`config.mk`:
```
export PLATFORM = sky130hd
export DESIGN_NAME = cv32e40p_x_coproc_arbiter
export DESIGN_NICKNAME = d
export VERILOG_FILES = /design/src/rtl/cv32e40p_x_coproc_arbiter.sv
export SDC_FILE = /design/constraint.sdc
export NUM_CORES = 1
export LEC_CHECK = 0
export ABC_CLOCK_PERIOD_IN_PS = 9400
export BUFFER_PORTS_ARGS = -buffer_cell sky130_fd_sc_hd__buf_2
export CORE_MARGIN = 1
export CORE_UTILIZATION = 41
export CTS_CLUSTER_SIZE = 28
export DETAILED_ROUTE_END_ITERATION = 6
export GPL_TIMING_DRIVEN = 0
export SLEW_MARGIN = 10
export SYNTH_ARGS = -nofsm -noshare
export SYNTH_HDL_FRONTEND = slang
export SYNTH_SLANG_ARGS = --single-unit
```
`constraint.sdc`:
```
create_clock -name clk_i -period 9.4 [get_ports clk_i]
set_input_delay 0 -clock clk_i [delete_from_list [all_inputs] [get_ports clk_i]]
set_output_delay 0 -clock clk_i [all_outputs]
set_load 0.02 [all_outputs]
```
`src/rtl/cv32e40p_x_coproc_arbiter.sv`:
```
// cv32e40p_x_coproc_arbiter: shares one X-interface issue/result channel among NUM_COPROC coprocessors
module cv32e40p_x_coproc_arbiter #(
  parameter int NUM_COPROC = 2,
  parameter int IDX_W = 2
) (
  input  logic                    clk_i,
  input  logic                    rst_i,
  input  logic                    issue_valid_i,
  output logic                    issue_ready_o,
  input  logic [3:0]              issue_id_i,
  output logic                    issue_resp_accept_o,
  output logic                    issue_resp_writeback_o,
  output logic                    issue_resp_loadstore_o,
  output logic [NUM_COPROC-1:0]   cop_issue_valid_o,
  input  logic [NUM_COPROC-1:0]   cop_issue_ready_i,
  input  logic [NUM_COPROC-1:0]   cop_resp_accept_i,
  input  logic [NUM_COPROC-1:0]   cop_resp_writeback_i,
  input  logic [NUM_COPROC-1:0]   cop_resp_loadstore_i,
  input  logic                    commit_valid_i,
  input  logic [3:0]              commit_id_i,
  input  logic                    commit_kill_i,
  input  logic [NUM_COPROC-1:0]   cop_result_valid_i,
  output logic [NUM_COPROC-1:0]   cop_result_ready_o,
  input  logic [NUM_COPROC*4-1:0] cop_result_id_i,
  input  logic [NUM_COPROC*5-1:0] cop_result_rd_i,
  input  logic [NUM_COPROC-1:0]   cop_result_we_i,
  output logic                    result_valid_o,
  input  logic                    result_ready_i,
  output logic [3:0]              result_id_o,
  output logic [4:0]              result_rd_o,
  output logic                    result_we_o,
  output logic [4:0]              outstanding_o,
  output logic                    multi_accept_o,
  output logic                    spurious_result_o
);
  typedef enum logic {R_IDLE, R_LOCK} state_t;
  state_t state;
  logic [15:0] tab_v;
  logic [IDX_W-1:0] tab_o [16];
  logic [IDX_W-1:0] rr_ptr, lock_g, arb_g, g, owner, hi, lo;
  logic [NUM_COPROC-1:0] own_oh;
  logic busy, issue_hs, res_hs, inc, kill, dec_k, dec_r, any_hi;
  assign busy = tab_v[issue_id_i];
  assign cop_issue_valid_o = {NUM_COPROC{issue_valid_i & ~busy}};
  assign issue_ready_o = ~busy & (&cop_issue_ready_i);
  assign issue_hs = issue_valid_i & issue_ready_o;
  assign own_oh = cop_resp_accept_i & ~(cop_resp_accept_i - NUM_COPROC'(1));
  assign issue_resp_accept_o = |cop_resp_accept_i;
  assign issue_resp_writeback_o = |(cop_resp_writeback_i & own_oh);
  assign issue_resp_loadstore_o = |(cop_resp_loadstore_i & own_oh);
  always_comb begin
    owner = '0;
    for (int i = NUM_COPROC - 1; i >= 0; i--) owner = cop_resp_accept_i[i] ? IDX_W'(i) : owner;
  end
  // Round-robin: lowest requester at or above rr_ptr, else wrap to the lowest requester overall
  always_comb begin
    hi = '0;
    lo = '0;
    any_hi = 1'b0;
    for (int i = NUM_COPROC - 1; i >= 0; i--) begin
      lo = cop_result_valid_i[i] ? IDX_W'(i) : lo;
      if (cop_result_valid_i[i] && IDX_W'(i) >= rr_ptr) begin
        hi = IDX_W'(i);
        any_hi = 1'b1;
      end
    end
    arb_g = any_hi ? hi : lo;
  end
  assign g = (state == R_LOCK) ? lock_g : arb_g;
  always_comb begin
    result_valid_o = 1'b0;
    result_id_o = '0;
    result_rd_o = '0;
    result_we_o = 1'b0;
    cop_result_ready_o = '0;
    for (int i = 0; i < NUM_COPROC; i++) begin
      if (g == IDX_W'(i)) begin
        result_valid_o = cop_result_valid_i[i];
        result_id_o = cop_result_id_i[i*4 +: 4];
        result_rd_o = cop_result_rd_i[i*5 +: 5];
        result_we_o = cop_result_we_i[i];
        cop_result_ready_o[i] = result_ready_i;
      end
    end
  end
  assign res_hs = result_valid_o & result_ready_i;
  assign inc = issue_hs & issue_resp_accept_o;
  assign kill = commit_valid_i & commit_kill_i;
  assign dec_k = kill & tab_v[commit_id_i];
  // A kill and a result hitting the same live entry free it only once
  assign dec_r = res_hs & tab_v[result_id_o] & ~(dec_k & (commit_id_i == result_id_o));
  always_ff @(posedge clk_i or posedge rst_i) begin
    if (rst_i) begin
      tab_v <= '0;
      for (int i = 0; i < 16; i++) tab_o[i] <= '0;
      state <= R_IDLE;
      rr_ptr <= '0;
      lock_g <= '0;
      outstanding_o <= '0;
      multi_accept_o <= 1'b0;
      spurious_result_o <= 1'b0;
    end else begin
      if (kill) tab_v[commit_id_i] <= 1'b0;
      if (res_hs) begin
        tab_v[result_id_o] <= 1'b0;
        rr_ptr <= (g == IDX_W'(NUM_COPROC - 1)) ? '0 : g + IDX_W'(1);
        if (!tab_v[result_id_o] || tab_o[result_id_o] != g) spurious_result_o <= 1'b1;
      end
      if (inc) begin
        tab_v[issue_id_i] <= 1'b1;
        tab_o[issue_id_i] <= owner;
      end
      if (issue_hs && own_oh != cop_resp_accept_i) multi_accept_o <= 1'b1;
      outstanding_o <= outstanding_o + {4'b0, inc} - {4'b0, dec_k} - {4'b0, dec_r};
      if (state == R_IDLE && result_valid_o && !result_ready_i) begin
        state <= R_LOCK;
        lock_g <= g;
      end else if (res_hs) state <= R_IDLE;
    end
  end
endmodule

```
==> results_dict.tcl <==
set metrics [dict create \
    placed_area_um2 3500 \
    gp_congestion 0.844 \
    syn_nets 365 \
    cts.path.max_buffers 2 \
    ff2ff_setup_slack_ns 4.72 \
    numPortBuffers 68 \
    worstPathRequired_ns 9.59 \
    synth_area_um2 3020 \
    synth_seq_area_share_pct 36.5 \
    skew_ns 0.00403 \
    fin_crit_ns 4.68 \
    hp-start "issue_id_i[3]" \
    final_nets 446 \
    period_share_pct 49.7 \
    die_h_um 87.8 \
    synth-async-reset-ratio_pct 100 \
    final_util_pct 52.5 \
    synth-simple-area-share_pct 18.9 \
    synthDistinctLibCells 52 \
    synth_fa_ha_area_share_pct 3.15 \
    worstMarginPinSlew_ns 0.913 \
    area_growth_pct 20.7 \
    synthXorXnorAreaFrac_pct 2.32 \
    grt_use_total_pct 23.2 \
    cp_max_fo 10 \
    grt_overflow 0 \
    drt_iter0_drc 251 \
    ys_warn_count 0 \
    grt_max_degree 30 \
    rsz0062_at_grt "no" \
    wire_per_inst_um 17.0 \
    cts.reportedPaths.clkPinSlew_ns 0.08 \
    register_area_um2 1100 \
    antenna_left 0 \
    multiInputGateArea_um2 1780 \
    syn_area_per_cell_um2 9.61 \
    hold_viol 0 \
    initial_utilization_pct 43.5 \
    vias 2816 \
    hold_path.class "input port to flip-flop" \
    setup_viol 0 \
    synth_top_family_by_area "simple AND/OR/NAND/NOR gates" \
    clock_latency_ns 0.30 \
    routed_wl_um 8350 \
    p_total_uw 869 \
    viasPerCell 5.72 \
    drive_above_1_share_pct 29.8 \
    hold_depth 3 \
    coreArea_um2 6940 \
    p_leak_nw 1.73 \
    synth-compound-area-share_pct 18.8 \
    fmax_mhz 214 \
    status "finished, final reports clean" \
    synth-edff-count 0 \
    cts.sinks 44 \
    syn_inst 314 \
    critPathArrivalTime_ns 4.87 \
    holdWs_ns 0.0671 \
    drv_slew 0 \
    floorplan.rows 30 \
    grt_antenna_before_repair 0 \
    worst_slack_ns 4.72 \
    grt_pass1_vias 2636 \
    synth_mux_area_share_pct 15.8 \
    cap_violations 0 \
    numCtsBuffers 5 \
    pin_count 70 \
    die-area_um2 7710 \
    relSlewSlack_pct 38.6 \
    h-tree-depth 2 \
    dp_cells 479 \
    ff2ff_path_depth 17 \
    fillers 675 \
    power_density_nw_per_um2 238 \
    fin_area_um2 3640 \
    cts_tree "done" \
    crit_path_start_kind "flip-flop" \
    synthFlopType "dfrtp_1" \
    r2r_start "state$_DFFE_PP0P_" \
    pre_cts_ws_ns 4.75 \
    antenna-diode-count 0 \
    grt_pass1_wl_um 13600 \
    drc_errors 0 \
    r2r_end "outstanding_o[3]$_DFF_PP0_" \
    ir_drop_v 0.0000870 \
    cts_root_buf "clkbuf_8" \
    cp-end-kind "flip-flop" \
    final_cells 492 \
    dr.pass1.iters 5 \
    synth_seq_cells 44 \
    hpwl_um 6340 \
    tns_ns 0 \
    cts-resized-gates 0 \
    chipWidth_um 87.8 \
    worstSetupPathType "flip-flop to flip-flop" \
    holdPathEnd "tab_v[13]$_DFF_PP0_" \
]
[area by class of cell]
type	instances	share of cell area [%]
Multi-Input combinational cell	237	48.9
Sequential cell	44	30.2
Timing Repair Buffer	74	11.3
Tap cell	96	3.30
Buffer	21	2.51
Clock buffer	7	2.37
Inverter	12	1.24
Clock inverter	1	0.206
[sequential cells by signal, summed over array words and instances, names as in the netlist]
name,cells
rr_ptr,2
tab_o,16
outstanding_o,5
multi_accept_o,1
tab_v,16
spurious_result_o,1
lock_g,2
state,1
[cells by family (layout without fill, tap and decap cells)]
logic type / after synthesis / after routing
simple gates: 112 / 112
compound gates: 77 / 77
flops: 44 / 44
mux: 33 / 33
buf+inv: 33 / 115
xor+xnor: 8 / 8
fa+ha+maj: 7 / 7
[power breakdown]
| group | total [mW] | switching (mW) | leakage (nW) | internal (mW) |
|---|---|---|---|---|
| Combinational | 0.470 | 0.287 | 1.11 | 0.183 |
| Clock | 0.126 | 0.0658 | 0.0445 | 0.0598 |
| Sequential | 0.273 | 0.0384 | 0.574 | 0.235 |
[cells in the mapped netlist (all sizes together), types with 5 or more instances]
master / n / area share [%]
mux2i: 5 / 1.7
o21ai: 8 / 1.3
dfrtp: 44 / 36
xnor2: 5 / 1.5
o211ai: 8 / 2.0
nor4: 6 / 1.2
o211a: 8 / 2.7
nand2: 40 / 5.2
ha: 6 / 2.5
o221ai: 12 / 3.5
mux4: 10 / 7.5
clkbuf: 11 / 1.4
a211oi: 7 / 1.7
mux2: 18 / 6.7
nand2b: 12 / 2.5
a21oi: 14 / 2.3
nor3: 7 / 1.3
nor2: 17 / 2.1
nand3: 6 / 1.0
inv: 10 / 1.2
buf: 10 / 1.6
[worst max-delay path by stage]
stage | startpoint | end | cells past startpoint
2_1_floorplan | state$_DFFE_PP0P_ | outstanding_o[3]$_DFF_PP0_ | 17
6_report | state$_DFFE_PP0P_ | outstanding_o[3]$_DFF_PP0_ | 17
3_5_place_dp | state$_DFFE_PP0P_ | outstanding_o[3]$_DFF_PP0_ | 17
4_1_cts | state$_DFFE_PP0P_ | outstanding_o[3]$_DFF_PP0_ | 17
5_1_grt | state$_DFFE_PP0P_ | outstanding_o[3]$_DFF_PP0_ | 17
3_3_place_gp | state$_DFFE_PP0P_ | outstanding_o[3]$_DFF_PP0_ | 17
[layer usage]
| metal | GRT usage [%] | wire [µm] | vias up |
|---|---|---|---|
| li1 | - | - | 1333 |
| met1 | 33.1 | 3730 | 1341 |
| met2 | 35.4 | 3910 | 123 |
| met3 | 3.49 | 537 | 19 |
| met4 | 9.24 | 170 | 0 |
| met5 | 0 | 0 | - |
[worst max-delay path: stages, from the launching register on]
cell and delay [ns]:
dfrtp_1 0.44, mux2_2 0.37, o21ai_0 0.13, buf_2 0.28
mux2i_1 0.50, or2_2 0.20, clkbuf_1 0.27, a311oi_1 0.09
nor4_1 0.78, nor4_1 0.14, nor2_1 0.14, ha_1 0.14
nor2_1 0.05, ha_1 0.26, inv_1 0.03, ha_1 0.22
fa_1 0.39, xor2_1 0.15
[repair_timing]
item / CTS / global route
hold endpoints to repair: 17 / 0
buffers inserted: 0 / 0
hold buffers: 5 / 0
[layout by cell type, fill, tap and decap left out, drive strengths merged, types with 3 or more instances in the layout]
master / synthesis / routed
a211oi: 7 / 7
o211a: 8 / 8
dlygate4sd3: 0 / 5
and3: 3 / 3
ha: 6 / 6
nor3: 7 / 7
nand2b: 12 / 12
and2: 4 / 4
or2: 4 / 4
o22ai: 3 / 3
mux2: 18 / 18
o21a: 3 / 3
mux2i: 5 / 5
inv: 10 / 10
clkbuf: 11 / 18
xor2: 3 / 3
nor4: 6 / 6
nand3: 6 / 6
nor2b: 3 / 3
a211o: 4 / 4
o211ai: 8 / 8
o221ai: 12 / 12
o21ai: 8 / 8
mux4: 10 / 10
nand2: 40 / 40
a21oi: 14 / 14
nand4: 3 / 3
xnor2: 5 / 5
nor2: 17 / 17
dfrtp: 44 / 44
or3: 3 / 3
buf: 10 / 79
Note: power is estimated with default switching activity, not from simulation.
